==> src/rtl/iobus_pkg.sv <==
// rtl/iobus_pkg.sv - shared offsets, control bit layout and decode helper for the IO bus responder
package iobus_pkg;

  localparam logic [7:0] OFF_SW   = 8'h00;
  localparam logic [7:0] OFF_LED  = 8'h20;
  localparam logic [7:0] OFF_CTRL = 8'h40;
  localparam logic [7:0] OFF_CMP  = 8'h44;
  localparam logic [7:0] OFF_CNT  = 8'h48;
  localparam logic [7:0] OFF_STAT = 8'h4C;

  localparam int CTRL_EN         = 0;
  localparam int CTRL_AUTORELOAD = 1;
  localparam int CTRL_IE         = 2;
  localparam int STAT_PEND       = 0;

  typedef struct packed {
    logic ie;
    logic autoreload;
    logic en;
  } timer_ctrl_t;

  // Registers are word aligned, so only the word index takes part in decode.
  function automatic logic [5:0] word_idx(input logic [7:0] off);
    return off[7:2];
  endfunction

endpackage

==> src/rtl/iobus_responder_if.sv <==
// rtl/iobus_responder_if.sv - CPU memory-mapped IO bus, core as master, device as slave
interface iobus_responder_if;
  logic [31:0] IOBUS_ADDR;
  logic [31:0] IOBUS_OUT;
  logic        IOBUS_WR;
  logic [31:0] IOBUS_IN;

  modport master (output IOBUS_ADDR, output IOBUS_OUT, output IOBUS_WR, input IOBUS_IN);
  modport slave  (input IOBUS_ADDR, input IOBUS_OUT, input IOBUS_WR, output IOBUS_IN);
endinterface

==> src/rtl/iobus_timer.sv <==
// rtl/iobus_timer.sv - prescaled compare timer owning CNT, PEND and the one-shot enable clear
module iobus_timer
  import iobus_pkg::*;
#(
  parameter int PRESCALE = 1
) (
  input  logic        clk,
  input  logic        rst,
  input  logic        en,
  input  logic        autoreload,
  input  logic [31:0] cmp,
  input  logic [31:0] wdata,
  input  logic        cnt_we,
  input  logic        ctrl_we,
  input  logic        stat_we,
  output logic [31:0] cnt,
  output logic        pend,
  output logic        en_clr
);

  localparam logic [31:0] PRESC_LAST = 32'(PRESCALE - 1);

  logic [31:0] presc;
  logic        tick;
  logic        cpu_owns;
  logic        match;

  assign tick     = en && (presc == PRESC_LAST);
  // A CPU write to CNT or CTRL on a tick edge suppresses that tick entirely.
  assign cpu_owns = cnt_we || ctrl_we;
  assign match    = tick && !cpu_owns && (cnt == cmp);
  assign en_clr   = match && !autoreload;

  always_ff @(posedge clk) begin
    if (rst) begin
      presc <= '0;
      cnt   <= '0;
      pend  <= 1'b0;
    end else begin
      if (!en || tick) presc <= '0;
      else             presc <= presc + 32'd1;

      if (cnt_we) begin
        cnt <= wdata;
      end else if (tick && !ctrl_we) begin
        if (cnt == cmp) begin
          if (autoreload) cnt <= '0;
        end else begin
          cnt <= cnt + 32'd1;
        end
      end

      // A new match beats a simultaneous W1C.
      if (match)                           pend <= 1'b1;
      else if (stat_we && wdata[STAT_PEND]) pend <= 1'b0;
    end
  end

endmodule

==> src/rtl/iobus_responder.sv <==
// rtl/iobus_responder.sv - IO bus responder with switch input, LED register and compare timer
module iobus_responder
  import iobus_pkg::*;
#(
  parameter logic [31:0] BASE_ADDR = 32'h1100_0000,
  parameter int          SW_WIDTH  = 16,
  parameter int          LED_WIDTH = 16,
  parameter int          PRESCALE  = 1
) (
  input  logic                 CLK,
  input  logic                 RESET,
  iobus_responder_if.slave     bus,
  output logic                 INTR,
  input  logic [SW_WIDTH-1:0]  SWITCHES,
  output logic [LED_WIDTH-1:0] LEDS
);

  logic [31:0]          off;
  logic                 hit;
  logic [5:0]           widx;
  logic                 sel_sw, sel_led, sel_ctrl, sel_cmp, sel_cnt, sel_stat;
  logic                 we_led, we_ctrl, we_cmp, we_cnt, we_stat;
  logic [SW_WIDTH-1:0]  sw_s1, sw_s2;
  timer_ctrl_t          ctrl;
  logic [31:0]          cmp;
  logic [31:0]          cnt;
  logic                 pend;
  logic                 en_clr;
  logic [31:0]          rd_data;
  logic [31:0]          ctrl_rd;
  logic [31:0]          rd_q;
  logic                 unused_addr_bits;

  assign off              = bus.IOBUS_ADDR - BASE_ADDR;
  assign hit              = (off[31:8] == 24'd0);
  assign widx             = off[7:2];
  assign unused_addr_bits = &{1'b0, off[1:0]};

  assign sel_sw   = hit && (widx == word_idx(OFF_SW));
  assign sel_led  = hit && (widx == word_idx(OFF_LED));
  assign sel_ctrl = hit && (widx == word_idx(OFF_CTRL));
  assign sel_cmp  = hit && (widx == word_idx(OFF_CMP));
  assign sel_cnt  = hit && (widx == word_idx(OFF_CNT));
  assign sel_stat = hit && (widx == word_idx(OFF_STAT));

  assign we_led  = bus.IOBUS_WR && sel_led;
  assign we_ctrl = bus.IOBUS_WR && sel_ctrl;
  assign we_cmp  = bus.IOBUS_WR && sel_cmp;
  assign we_cnt  = bus.IOBUS_WR && sel_cnt;
  assign we_stat = bus.IOBUS_WR && sel_stat;

  iobus_timer #(.PRESCALE(PRESCALE)) u_timer (
    .clk        (CLK),
    .rst        (RESET),
    .en         (ctrl.en),
    .autoreload (ctrl.autoreload),
    .cmp        (cmp),
    .wdata      (bus.IOBUS_OUT),
    .cnt_we     (we_cnt),
    .ctrl_we    (we_ctrl),
    .stat_we    (we_stat),
    .cnt        (cnt),
    .pend       (pend),
    .en_clr     (en_clr)
  );

  always_comb begin
    ctrl_rd                  = '0;
    ctrl_rd[CTRL_EN]         = ctrl.en;
    ctrl_rd[CTRL_AUTORELOAD] = ctrl.autoreload;
    ctrl_rd[CTRL_IE]         = ctrl.ie;
  end

  always_comb begin
    rd_data = '0;
    if (sel_sw)        rd_data = 32'(sw_s2);
    else if (sel_led)  rd_data = 32'(LEDS);
    else if (sel_ctrl) rd_data = ctrl_rd;
    else if (sel_cmp)  rd_data = cmp;
    else if (sel_cnt)  rd_data = cnt;
    else if (sel_stat) rd_data = 32'(pend) << STAT_PEND;
  end

  always_ff @(posedge CLK) begin
    if (RESET) begin
      LEDS  <= '0;
      ctrl  <= '0;
      cmp   <= 32'hFFFF_FFFF;
      rd_q  <= '0;
      sw_s1 <= '0;
      sw_s2 <= '0;
    end else begin
      if (we_led) LEDS <= bus.IOBUS_OUT[LED_WIDTH-1:0];
      // CPU write to CTRL overrides the one-shot enable clear on the same edge.
      if (we_ctrl)     ctrl    <= timer_ctrl_t'(bus.IOBUS_OUT[2:0]);
      else if (en_clr) ctrl.en <= 1'b0;
      if (we_cmp) cmp <= bus.IOBUS_OUT;
      rd_q  <= rd_data;
      sw_s1 <= SWITCHES;
      sw_s2 <= sw_s1;
    end
  end

  assign bus.IOBUS_IN = rd_q;
  assign INTR         = pend & ctrl.ie;

endmodule

==> src/flat_wrapper.sv <==
// flat-port wrapper written by rule: the top's interface ports become plain ports
module iobus_responder_flat import iobus_pkg::*;
#(
  parameter logic [31:0] BASE_ADDR = 32'h1100_0000,
  parameter int          SW_WIDTH  = 16,
  parameter int          LED_WIDTH = 16,
  parameter int          PRESCALE  = 1
)
  (CLK, RESET, INTR, SWITCHES, LEDS, bus_IOBUS_ADDR, bus_IOBUS_OUT, bus_IOBUS_WR, bus_IOBUS_IN);
  iobus_responder_if bus_i ();
  input  logic CLK;
  input  logic RESET;
  output logic INTR;
  input  logic [SW_WIDTH-1:0] SWITCHES;
  output logic [LED_WIDTH-1:0] LEDS;
  input wire logic [$bits(bus_i.IOBUS_ADDR)-1:0] bus_IOBUS_ADDR;
  input wire logic [$bits(bus_i.IOBUS_OUT)-1:0] bus_IOBUS_OUT;
  input wire logic [$bits(bus_i.IOBUS_WR)-1:0] bus_IOBUS_WR;
  output wire logic [$bits(bus_i.IOBUS_IN)-1:0] bus_IOBUS_IN;
  assign bus_i.IOBUS_ADDR = bus_IOBUS_ADDR;
  assign bus_i.IOBUS_OUT = bus_IOBUS_OUT;
  assign bus_i.IOBUS_WR = bus_IOBUS_WR;
  assign bus_IOBUS_IN = bus_i.IOBUS_IN;
  iobus_responder #(.BASE_ADDR(BASE_ADDR), .SW_WIDTH(SW_WIDTH), .LED_WIDTH(LED_WIDTH), .PRESCALE(PRESCALE)) u_core (.CLK(CLK), .RESET(RESET), .bus(bus_i), .INTR(INTR), .SWITCHES(SWITCHES), .LEDS(LEDS));
endmodule
==> config.mk <==
export PLATFORM = sky130hd
export DESIGN_NAME = iobus_responder_flat
export DESIGN_NICKNAME = d
export VERILOG_FILES = /design/src/rtl/iobus_pkg.sv /design/src/rtl/iobus_responder_if.sv /design/src/rtl/iobus_timer.sv /design/src/rtl/iobus_responder.sv /design/src/flat_wrapper.sv
export SDC_FILE = /design/constraint.sdc
export NUM_CORES = 1
export LEC_CHECK = 0
export CAP_MARGIN = 20
export CORE_MARGIN = 2
export CORE_UTILIZATION = 45
export DETAILED_ROUTE_END_ITERATION = 16
export PLACE_DENSITY = 0.7
export SYNTH_ARGS = -nofsm -noshare
export SYNTH_HDL_FRONTEND = slang
export SYNTH_HIERARCHICAL = 1
export SYNTH_SLANG_ARGS = --single-unit
export TNS_END_PERCENT = 20
==> constraint.sdc <==
create_clock -name CLK -period 5.07 [get_ports CLK]
set_input_delay 0.507 -clock CLK [delete_from_list [all_inputs] [get_ports CLK]]
set_output_delay 0.507 -clock CLK [all_outputs]
set_load 0.02 [all_outputs]
[Yosys cells after proc, flatten, opt, wreduce, memory -nomap -nowiden]
Cells that the tools add are included.
Operators by class
  $add $sub $neg: 3
  multipliers: 0
  div/mod/pow operators: 0
  $lt $le $gt $ge: 0
  equal/unequal tests: 7
  shifts and indexed selects: 0
  multiplexer cells: 14
  bitwise operators: 1
  reduce and logical (&&, ||, !) cells: 32
Operator list (count)
  $mux W32: 6
  $add A32 B1 Y32 const B: 2
  $mux W16: 3
  $eq A32 B32 Y1: 1
  $logic_not A32 Y1: 1
  $sub A32 B29 Y32 const B: 1
  $eq A6 B5 Y1 const B: 4
  $logic_not A24 Y1: 1
  $logic_and A1 B1 Y1: 17
  $eq A6 B4 Y1 const B: 1
  $logic_not A6 Y1: 1
  $reduce_bool A2 Y1: 3
  $mux W1: 5
  $logic_not A1 Y1: 4
  $reduce_or A4 Y1: 1
  $ne A3 B2 Y1 const B: 1
  $logic_or A1 B1 Y1: 2
  $reduce_and A2 Y1: 1
  $reduce_or A2 Y1: 1
  $and A1 B1 Y1: 1
Word-level totals
  register bits: 180
  bits in latches: 0
  memory bits (writable): 0
  memory bits (read-only): 0
  input port bits: 83
  output and inout bits: 49
  word-level logic and storage cells: 69
  memories: 0

[Logic depth before layout (Yosys ltp)]
Gate-level depths: netlist of run 1.
  word-level depth: 11
  gate-level depth with buffers: 12
  mapped depth without buffers: 9

[By module]
The synthesis of run 1 kept the hierarchy.
Modules (own cells, without submodules)
  iobus_responder: instances 1, cells an instance 488, area each 4485.6 sq um
  iobus_timer: instances 1, cells an instance 485, area each 3940.0 sq um

[Least setup slack after synthesis of run 1]
Ideal clock, no wire load.
  path type: input-to-reg
  from: input port bus_IOBUS_ADDR[5]
  to: register, netlist name u_core/ctrl[0]
  library setup time: 0.072 ns
  arrival: 3.368 ns
  required time: 4.998 ns
  slack: 1.631 ns
  stages on the path: 12
  path buffers: 5
  cells stage by stage: or4b_1 > buf_2 > nor2b_1 > clkbuf_1 > clkbuf_1 > nor2b_1 > clkbuf_1 > clkbuf_1 > nor4_1 > and2_1 > or3_1 > mux2i_1
Between the ends
  word-level cells in the longest chain between the ends: 10
Ends and longest elaborated chain
  start, declared: line flat_wrapper.sv:16  | input wire logic [$bits(bus_i.IOBUS_ADDR)-1:0] bus_IOBUS_ADDR;
  $sub A32 B29 Y32 *: line iobus_responder.sv:34  | assign off = bus.IOBUS_ADDR - BASE_ADDR;
  $logic_not A24 Y1 or $eq A6 B5 Y1 (tied branches): line iobus_responder.sv:35, iobus_responder.sv:43
  $logic_and A1 B1 Y1 *: line iobus_responder.sv:43  | assign sel_cnt = hit && (widx == word_idx(OFF_CNT));
  $logic_and A1 B1 Y1 *: line iobus_responder.sv:49  | assign we_cnt = bus.IOBUS_WR && sel_cnt;
  via u_core.we_cnt: line iobus_responder.sv:22  | logic we_led, we_ctrl, we_cmp, we_cnt, we_stat;
  $logic_or A1 B1 Y1 *: line iobus_timer.sv:30  | assign cpu_owns = cnt_we || ctrl_we;
  $logic_not A1 Y1 *: line iobus_timer.sv:31  | assign match = tick && !cpu_owns && (cnt == cmp);
  $logic_and A1 B1 Y1 * (2 in series): line iobus_timer.sv:31
  $logic_and A1 B1 Y1 *: line iobus_timer.sv:32  | assign en_clr = match && !autoreload;
  via u_core.en_clr: line iobus_responder.sv:28  | logic en_clr;
  $reduce_bool A2 Y1 (no line) *
Mark *: on every way through the listed nets, which the timed path passes. The rest lies on a longest branch.
A chain may end at the register's enable or synchronous reset.

[Worst setup path in the final report of run 1]
  from: input port bus_IOBUS_ADDR[6]
  to: register u_core.u_timer.cnt[13]
RTL lines
  $sub A32 B29 Y32 *: line iobus_responder.sv:34
  $logic_not A24 Y1 or $eq A6 B5 Y1 (tied branches): line iobus_responder.sv:35, iobus_responder.sv:43
  $logic_and A1 B1 Y1 *: line iobus_responder.sv:43
  $logic_and A1 B1 Y1 *: line iobus_responder.sv:49
  via u_core.we_cnt: line iobus_responder.sv:22
  $ne A3 B2 Y1 (no line) or $reduce_bool A2 Y1 (tied branches)
  $reduce_and A2 Y1 (no line)
  end signal, assigned: line iobus_timer.sv:44  | cnt <= wdata;
  end signal, assigned: line iobus_timer.sv:49  | cnt <= cnt + 32'd1;
  end, declared: line iobus_timer.sv:16  | output logic [31:0] cnt,
Marks and branches as above.

==> qor.csv, run 1 <==
stage;metric;value;unit
synthesis;synth-edff-count;0;
placed_design;dp_hpwl;16200;um
job;max_cap_violations;0;
critical_path;crit_type;in -> reg;
pwr;ir_drop;200;uV
sta;fin_crit;3580;ps
pwr;comb_power_share;0.047;
pwr;power_density;281;nW/um^2
synthesis;synth.distinct_cells;67;
synthesis;netlist_area;8430;um^2
worst_hold_path;hp-class;reg -> reg;
synthesis;synth.avg_cell_area;8.66;um^2
final_layout;fin_nets;1152;
sta;maxSlewViolCount;0;
synthesis;yosysSeqAreaShare;0.428;
synthesis;ys_top_cells_by_area;dfxtp_1 43%, nor2_1 5.7%, xor2_1 5.2%, mux2i_1 4.2%, nor2b_1 3.0%;
placed_design;dp_slack;1080;ps
pwr;leakage;0.00343;uW
die;die-area;19800;um^2
pwr;power;2950;uW
grt;grt_usage;0.236;
grt;grt_max_degree;91;
pwr;clockPowerShare;0.468;
drt;ant_nets;0;
sta;max-slew-margin-rel;0.340;
synthesis;synth_top_area_cell;dfxtp_1;
final_layout;drive_gt1_frac;0.0686;
die;initial_utilization;0.455;
clock_network;clk_latency;450;ps
sta;fmax;279;MHz
sta;rsz0062_at_grt;false;
die;die_w;141;um
grt;grt_overflow;0;
synthesis;synth_top_area_frac;0.428;
critical_path;r2r_cells;6;
clock_network;numCtsBuffers;17;
synthesis;synth_nets;1059;
pwr;p_int;2220;uW
grt;first_global_vias;6922;
critical_path;crit_required;5450;ps
drt;routedWlPerCell;17.7;um
synthesis;ys_ff_latch;180;
drt;wirelength;23200;um
grt;grt_pass1_wl;37100;um
clock_network;cts_tree;done;
clock_network;clk_pin_slew;70;ps
sta;worstMarginPinSlew;987;ps
sta;clock_skew;16.0;ps
clock_network;cts_root_buffer;clkbuf_16;
status;status;completed;
drt;dr.pass1.iters;6;
clock_network;postCtsSetupBuffers;0;
pwr;swShare;0.246;
synthesis;synth_warnings;6;
clock_network;cts-resized-gates;0;
drt;drtIter0Drc;669;
die;core_area;18500;um^2
synthesis;syn_inst;973;
final_layout;final_util;0.566;
final_layout;insertedDiodeCount;0;
synthesis;ys_async_sr_fraction;0;
critical_path;crit_arrival;3960;ps
die;ios;132;
clock_network;htree_levels;4;
die;row_count;50;
pwr;power.switching;725;uW
clock_network;clockBufferDepth;2;
drt;post_drt_via_cell_ratio;5.70;
placed_design;port_buffers;129;
grt;antenna_found_initial;0;
worst_hold_path;holdPathStages;1;
synthesis;synthFlopType;dfxtp_1;
critical_path;critPathMaxFanout;19;
clock_network;ctsHoldBuffers;0;
drt;via_count;7482;
clock_network;clock-sinks;180;
critical_path;end_kind;flip-flop;
sta;fin_crit_sh;0.707;
sta;layout_setup_ws;1490;ps
sta;finalHoldViolCount;0;
critical_path;worstSetupStartpointType;input port;
pwr;seqPwrFrac;0.485;
sta;setup_violations;0;
placed_design;gp_congestion;0.893;
drt;drc;0;
sta;fin_setup_tns;0;ps
final_layout;area_delta_synth_final;24.4;%
die;die_y;141;um
sta;hold_ws;439;ps
worst max-delay path: stages:
cell,delay (ps)
clkdlybuf4s50_1,690
or4b_1,680
nor2b_2,190
nor2b_4,470
inv_1,230
a32oi_1,240
and2_1,700
a32o_1,230
cells in the final DEF (no fill, tap or decap), types with 21 or more instances in the layout:
cell / count
inv_1: 29
nor2_1: 129
o21ai_0: 38
a21oi_1: 41
dfxtp_1: 180
xor2_1: 50
a32o_1: 21
nand2_1: 65
mux2i_1: 35
nand3_1: 41
nor4_1: 22
clkdlybuf4s50_1: 128
nor2b_1: 37
cell families (layout without fill, tap and decap cells):
family / after synthesis / after routing / share of synthesized area
buf+inv: 96 / 202 / 0.0462
mux: 36 / 36 / 0.0429
simple gates: 394 / 394 / 0.241
flops: 180 / 180 / 0.428
xor+xnor: 62 / 62 / 0.0644
fa+ha+maj: 3 / 3 / 0.00446
compound gates: 202 / 202 / 0.174
cell usage after synthesis (all sizes together), types with 6 or more instances:
cell type,instances
and3,9
buf,16
nand3b,6
inv,29
a22oi,20
nor4,25
clkbuf,51
dfxtp,180
o221a,13
xor2,50
a21boi,6
and2,9
mux2i,35
nor2,130
xnor2,12
nor3,16
a32o,21
nand4,12
nand3,42
nand2,65
nor2b,40
o41ai,11
and4,13
o21ai,42
or3,6
a21oi,41
a22o,13
flip-flops by register name, summed over array words and instances, names as in the netlist:
name	cells
u_core/bus.IOBUS_IN	32
u_core/cmp	32
u_core/u_timer/cnt	32
u_core/u_timer/presc	32
u_core/LEDS	16
u_core/sw_s1	16
u_core/sw_s2	16
u_core/ctrl	3
u_core/u_timer/pend	1
metrics by stage:
step | instance area [um^2] | instances
finish | 10500 | 1313
global route | 10500 | 1313
CTS | 10500 | 1313
detailed placement | 9850 | 1281
global placement | 9840 | 1280
floorplan | 8430 | 973
layout make-up:
type | count | area (um^2)
tap | 234 | 293
inverter | 29 | 109
sequential | 180 | 3600
multi-input combinational | 697 | 4460
clock buffer | 17 | 425
clock inverter | 15 | 206
fill | 1706 | 8030
timing repair buffer | 141 | 1390
power groups by stage:
stage | clock, uW | sequential, uW | combinational [uW]
2_1_floorplan | 0 | 1460 | 49.8
3_3_place_gp | 0 | 1460 | 135
3_5_place_dp | 0 | 1460 | 136
4_1_cts | 1410 | 1430 | 138
5_1_grt | 1460 | 1430 | 149
6_report | 1380 | 1430 | 137
layer usage:
layer | vias to the layer above | global-route usage | share of wire
li1 | 3660 | - | -
met1 | 3491 | 0.324 | 0.45
met2 | 304 | 0.364 | 0.46
met3 | 27 | 0.0639 | 0.079
met4 | 0 | 0.0700 | 0.016
met5 | - | 0 | 0
final timing paths:
check | startpoint | slack [ps] | endpoint
setup reg to reg | u_core/u_timer/cnt[24] | 1770 | u_core/u_timer/cnt[11]
setup / recovery | bus_IOBUS_ADDR[6] | 1490 | u_core/u_timer/cnt[13]
hold / removal | u_core/sw_s1[13] | 440 | u_core/sw_s2[13]
hold reg to reg | u_core/sw_s1[13] | 440 | u_core/sw_s2[13]
Note: power is estimated with default switching activity, not from simulation.
==> inputs of run 2 (changes only) <==
- clock period: 5.07 -> 3.44 ns (I/O delays scaled with it)
==> qor.csv, run 2 (synthesized netlist as in run 1, its figures left out) <==
stage;metric;value;unit;change
pwr;p_int;3200;uW;+44%
final_layout;layoutNonFillerInstCount;1326;;+0.99%
grt;grt_pass1_wl;37100;um;+0.11%
critical_path;worstSetupStartpointType;flip-flop;;
job;max_cap_violations;0;;unchanged
clock_network;clock-sinks;180;;unchanged
drt;wirelength;23200;um;about the same
final_layout;final_cell_mix;180 x dfxtp_1, 129 x nor2_1, 128 x clkdlybuf4s50_1, 65 x nand2_1, 50 x xor2_1;;
status;status;completed;;
placed_design;port_buffers;129;;unchanged
clock_network;numCtsBuffers;17;;unchanged
drt;drtIter0Drc;786;;+17%
clock_network;clk_pin_slew;80;ps;about the same
final_layout;final_common_cell;dfxtp_1;;
pwr;power.switching;1070;uW;+47%
drt;routedWlPerCell;17.5;um;-1.0%
placed_design;dp_hpwl;16300;um;+0.58%
pwr;power_density;403;nW/um^2;+44%
pwr;ir_drop;307;uV;+54%
sta;fin_setup_tns;0;ps;unchanged
sta;fmax;333;MHz;
clock_network;cts_root_buffer;clkbuf_16;;
final_layout;nFillCells;1681;;-1.5%
final_layout;insertedDiodeCount;0;;unchanged
sta;clock_skew;12.9;ps;-3.06 ps
die;row_count;50;;unchanged
grt;antenna_found_initial;0;;unchanged
worst_hold_path;hp-class;reg -> reg;;
sta;rsz0062_at_grt;false;;
critical_path;critPathSlowestCell;nor4_1;;
clock_network;cts_tree;done;;
die;die_y;141;um;unchanged
pwr;comb_power_share;0.048;;about the same
final_layout;area_delta_synth_final;25.4;%;
sta;fin_crit;3000;ps;
sta;setup_violations;0;;unchanged
final_layout;fin_nets;1165;;+1.1%
sta;layout_setup_ws;435;ps;-1050 ps
drt;via_count;7643;;+2.2%
die;ios;132;;unchanged
critical_path;crit_type;reg -> reg;;
grt;use_met3;0.0510;;-0.0129
die;die_w;141;um;unchanged
critical_path;cp_top_family;simple AND/OR/NAND/NOR gates;;
die;core_area;18500;um^2;unchanged
pwr;leakage;0.00348;uW;+1.3%
grt;grt_usage;0.234;;-0.00198
grt;top_usage_layer;met2;;
grt;use_met2;0.356;;-0.00796
final_layout;drive_gt1_frac;0.0797;;+0.0111
sta;maxSlewViolCount;0;;unchanged
drt;ant_nets;0;;unchanged
placed_design;dp_slack;164;ps;-918 ps
drt;dr.pass1.iters;5;;-1
sta;fin_crit_sh;0.874;;
sta;max-slew-margin-rel;0.316;;-0.0242
grt;grt_max_degree;74;;-19%
critical_path;crit_buf_inv;1;;-1
critical_path;cpPeakStageDelay;650;ps;-50 ps
clock_network;clk_latency;440;ps;about the same
placed_design;gp_congestion;0.934;;+4.5%
pwr;swShare;0.250;;+0.00379
placed_design;dp.cells;1294;;+1.0%
critical_path;end_kind;flip-flop;;
die;die-area;19800;um^2;unchanged
grt;grt_overflow;0;;unchanged
pwr;seqPwrFrac;0.494;;+0.009
clock_network;cts-resized-gates;0;;unchanged
grt;first_global_vias;6852;;-1.0%
grt;met1_usage;0.329;;+0.00538
drt;drc;0;;unchanged
clock_network;htree_levels;4;;unchanged
critical_path;critPathMaxFanout;12;;-7
critical_path;crit_arrival;3330;ps;-630 ps
sta;worstMarginPinSlew;1020;ps;+36.2 ps
critical_path;worstPathCellList;xor2_1 -> nor4_1 -> nand4_1 -> o21ai_2 -> buf_4 -> o41ai_1 -> a32o_1;;
pwr;clockPowerShare;0.458;;-0.010
clock_network;ctsHoldBuffers;0;;unchanged
clock_network;postCtsSetupBuffers;0;;unchanged
critical_path;crit_required;3770;ps;-1680 ps
drt;post_drt_via_cell_ratio;5.76;;+1.2%
sta;finalHoldViolCount;0;;unchanged
clock_network;clockBufferDepth;2;;unchanged
die;initial_utilization;0.455;;unchanged
==> run 2: worst register-to-register path, cell delays in order (launching register included) <==
cell     delay, ps
dfxtp_1        430
xor2_1         180
nor4_1         650
nand4_1        410
o21ai_2        630
buf_4          290
o41ai_1        100
a32o_1         210
==> run 2: metal layers <==
layer | vias up | share of wire
met5 | - | 0
met4 | 0 | 0.022
met3 | 35 | 0.072
met2 | 306 | 0.45
met1 | 3605 | 0.46
li1 | 3697 | -
==> run 2: cell type report <==
class | instances | area [um^2] | area share
flip-flops and latches | 180 | 3600 | 0.341
clock inverters | 15 | 186 | 0.0176
repair buffers | 154 | 1490 | 0.141
inverters | 29 | 109 | 0.0103
well taps | 234 | 293 | 0.0277
clock buffers | 17 | 425 | 0.0403
multi-input cells | 697 | 4460 | 0.422
==> run 2: worst paths after layout <==
path	startpoint	endpoint	slack (ps)	cells after the start
worst min-delay path	u_core/sw_s1[6]	u_core/sw_s2[6]	440	1
worst max-delay path	u_core/u_timer/cnt[24]	u_core/u_timer/cnt[30]	440	7
worst min register to register	u_core/sw_s1[6]	u_core/sw_s2[6]	440	1
worst max register to register	u_core/u_timer/cnt[24]	u_core/u_timer/cnt[30]	440	7
==> run 2: power groups by stage <==
stage	Sequential, uW	Combinational [uW]	Clock (uW)
after floorplan	2150	73.4	0
after global placement	2150	204	0
after detailed placement	2150	205	0
after CTS	2110	205	1990
after global routing	2110	222	2070
final	2110	206	1950
==> run 2: stage by stage <==
step | total power [uW] | hold WS (ps) | utilization | cell area [um^2]
after global placement | 2360 | 417 | 0.538 | 9950
after CTS | 4300 | 431 | 0.571 | 10600
after detailed placement | 2360 | 420 | 0.538 | 9950
final | 4260 | 439 | 0.571 | 10600
after floorplan | 2230 | 414 | - | 8430
after global routing | 4400 | 441 | 0.571 | 10600
==> inputs of run 3 (changes only) <==
- ABC_AREA: unset -> 1
- PLACE_DENSITY: 0.7 -> 0.69
==> qor.csv, run 3 <==
stage;metric;value;unit;change
status;status;completed;;
sta;fin_setup_tns;0;ps;unchanged
final_layout;final_common_cell;nand2_1;;
clock_network;clk_latency;440;ps;about the same
synthesis;ys_async_sr_fraction;0;;unchanged
clock_network;htree_levels;4;;unchanged
synthesis;netlist_area;9570;um^2;+14%
die;die_y;150;um;+6.4%
clock_network;cts-resized-gates;0;;unchanged
sta;setup_violations;0;;unchanged
critical_path;cp-endpoint;u_core/u_timer/cnt[5];;
sta;worstMarginPinSlew;590;ps;-433 ps
die;initial_utilization;0.457;;+0.00189
placed_design;post_dp_cell_area;11100;um^2;+11%
synthesis;synth-edff-count;0;;unchanged
clock_network;cts_tree;done;;
sta;maxSlewViolCount;0;;unchanged
drt;drc;0;;unchanged
drt;ant_nets;0;;unchanged
final_layout;final_util;0.559;;-0.0113
critical_path;end_kind;flip-flop;;
drt;post_drt_via_cell_ratio;5.08;;-12%
placed_design;dp_slack;503;ps;+339 ps
grt;first_global_vias;8824;;+29%
critical_path;r2r_cells;10;;+3
final_layout;final_area;11700;um^2;+11%
sta;finalHoldViolCount;0;;unchanged
clock_network;clockBufferDepth;2;;unchanged
job;max_cap_violations;0;;unchanged
critical_path;crit_type;in -> reg;;
synthesis;syn_inst;1501;;+54%
grt;grt_pass1_wl;43400;um;+17%
grt;grt_overflow;0;;unchanged
pwr;power_density;371;nW/um^2;-8.1%
synthesis;synth_warnings;6;;unchanged
clock_network;ctsHoldBuffers;0;;unchanged
sta;max-slew-margin-rel;0.607;;+0.291
synthesis;synth.most_common_cell;nand2_1;;
synthesis;synth.avg_cell_area;6.38;um^2;-26%
clock_network;numCtsBuffers;17;;unchanged
clock_network;cts_root_buffer;clkbuf_16;;
synthesis;synthFlopType;dfxtp_1;;
placed_design;gp_congestion;0.931;;-0.33%
synthesis;synth_top_area_frac;0.376;;-0.0513
die;die-area;22500;um^2;+13%
final_layout;final_cell_mix;407 x nand2_1, 244 x nor2_1, 187 x inv_1, 180 x dfxtp_1, 148 x nand3_1;;
placed_design;dp_hpwl;19000;um;+17%
sta;clock_skew;14.9;ps;+1.98 ps
drt;wirelength;26500;um;+14%
sta;fmax;395;MHz;+19%
synthesis;ys_top_cells_by_area;dfxtp_1 38%, nand2_1 16%, nor2_1 9.6%, nand3_1 7.7%, inv_1 7.4%;;
sta;fin_crit_sh;0.736;;-0.137
drt;via_count;9655;;+26%
drt;routedWlPerCell;13.9;um;-20%
placed_design;port_buffers;129;;unchanged
grt;antenna_found_initial;0;;unchanged
die;core_area;21000;um^2;+13%
critical_path;timing.rr.start;u_core/u_timer/cnt[18];;
worst_hold_path;hp-class;reg -> reg;;
synthesis;yosysSeqAreaShare;0.376;;-0.0513
grt;grt_usage;0.241;;+0.00729
critical_path;crit_required;3780;ps;about the same
critical_path;r2r_end;u_core/u_timer/cnt[31];;
synthesis;synth.distinct_cells;37;;-45%
final_layout;fin_nets;1697;;+46%
sta;layout_setup_ws;908;ps;+473 ps
synthesis;synth_nets;1587;;+50%
die;row_count;53;;+6.0%
sta;rsz0062_at_grt;false;;
synthesis;yosys-top-cells-count;407 x nand2_1, 245 x nor2_1, 188 x inv_1;;
pwr;leakage;0.00523;uW;+51%
pwr;power;4340;uW;+1.9%
critical_path;critPathMaxFanout;57;;+45
critical_path;crit_arrival;2870;ps;-460 ps
synthesis;ys_ff_latch;180;;unchanged
synthesis;synth_top_area_cell;dfxtp_1;;
grt;grt_max_degree;58;;-22%
critical_path;worstSetupStartpointType;input port;;
pwr;ir_drop;267;uV;-13%
die;die_w;150;um;+6.4%
final_layout;insertedDiodeCount;0;;unchanged
clock_network;postCtsSetupBuffers;0;;unchanged
final_layout;drive_gt1_frac;0.0511;;-0.0286
sta;fin_crit;2530;ps;-473 ps
die;ios;132;;unchanged
clock_network;clk_pin_slew;80;ps;about the same
drt;dr.pass1.iters;5;;unchanged
drt;drtIter0Drc;822;;+4.6%
final_layout;area_delta_synth_final;22.4;%;
critical_path;startpoint;bus_IOBUS_ADDR[2];;
clock_network;clock-sinks;180;;unchanged
critical_path;rrSetupSlack;1090;ps;+650 ps
-- run 3: cell types whose count changed after synthesis, sizes merged, moves of 23 or more --
| cell | previous run | this run |
|---|---|---|
| nor4 | 25 | 2 |
| mux2i | 35 | 0 |
| o21ai | 42 | 83 |
| nand2 | 65 | 410 |
| inv | 29 | 195 |
| nand3 | 42 | 153 |
| nor2b | 40 | 0 |
| nor2 | 130 | 256 |
-- run 3: report_power, final --
part	total [uW]	internal (uW)	switching [uW]	leakage, uW
clock	2050	1020	1030	0.000307
combinational	190	99.2	90.8	0.00347
sequential	2100	2100	3.93	0.00146
total	4340	3220	1130	0.00523
-- run 3: logic make-up (layout without fill, tap and decap cells) --
kind of cell / Yosys count / after routing / synth area share
AOI/OAI and AO/OA: 132 / 132 / 0.0712
and+or+nand+nor: 876 / 876 / 0.390
xor gates and xnor gates: 57 / 57 / 0.0521
DFF: 180 / 180 / 0.376
adders and majority gates: 3 / 3 / 0.00392
buffers and inverters: 253 / 376 / 0.106
-- run 3: critical path: stages --
cell	delay (ps)
clkdlybuf4s50_1	590
nor2_1	230
nand2_1	70
inv_1	160
nand2_1	70
nor2_1	80
nand2_1	100
inv_1	120
inv_1	60
nand3_2	90
nand2_4	100
nand2_2	80
buf_4	480
nand2_1	110
nand2_1	90
nor2_1	50
-- run 3: cell type report --
class,instances,area (um^2)
Clock buffer,17,425
Inverter,196,736
Tap cell,275,344
Fill cell,2105,9240
Multi-Input combinational cell,1068,4960
Sequential cell,180,3600
Clock inverter,15,214
Timing Repair Buffer,148,1430
-- run 3: worst min-delay path by stage --
stage                          from         endpoint  slack [ps]  cells past startpoint
floorplan           u_core/sw_s1[0]  u_core/sw_s2[0]         390                      2
global placement    u_core/sw_s1[6]  u_core/sw_s2[6]         390                      2
detailed placement  u_core/sw_s1[1]  u_core/sw_s2[1]         390                      2
CTS                     SWITCHES[8]  u_core/sw_s1[8]         390                      3
global route            SWITCHES[8]  u_core/sw_s1[8]         400                      3
finish              u_core/sw_s1[6]  u_core/sw_s2[6]         400                      2
-- run 3: layer usage --
| metal | GRT usage | share of wire | vias to the layer above | routed length, um |
|---|---|---|---|---|
| li1 | - | - | 4899 | - |
| met3 | 0.0506 | 0.072 | 41 | 1910 |
| met2 | 0.395 | 0.45 | 329 | 12000 |
| met1 | 0.316 | 0.45 | 4386 | 11900 |
| met4 | 0.0821 | 0.024 | 0 | 623 |
| met5 | 0 | 0 | - | 0 |
-- run 3: through the flow --
step                hold WS, ps  cells
floorplan                   388   1501
global route                404   1899
global placement            393   1867
finish                      404   1899
CTS                         392   1899
detailed placement          393   1867
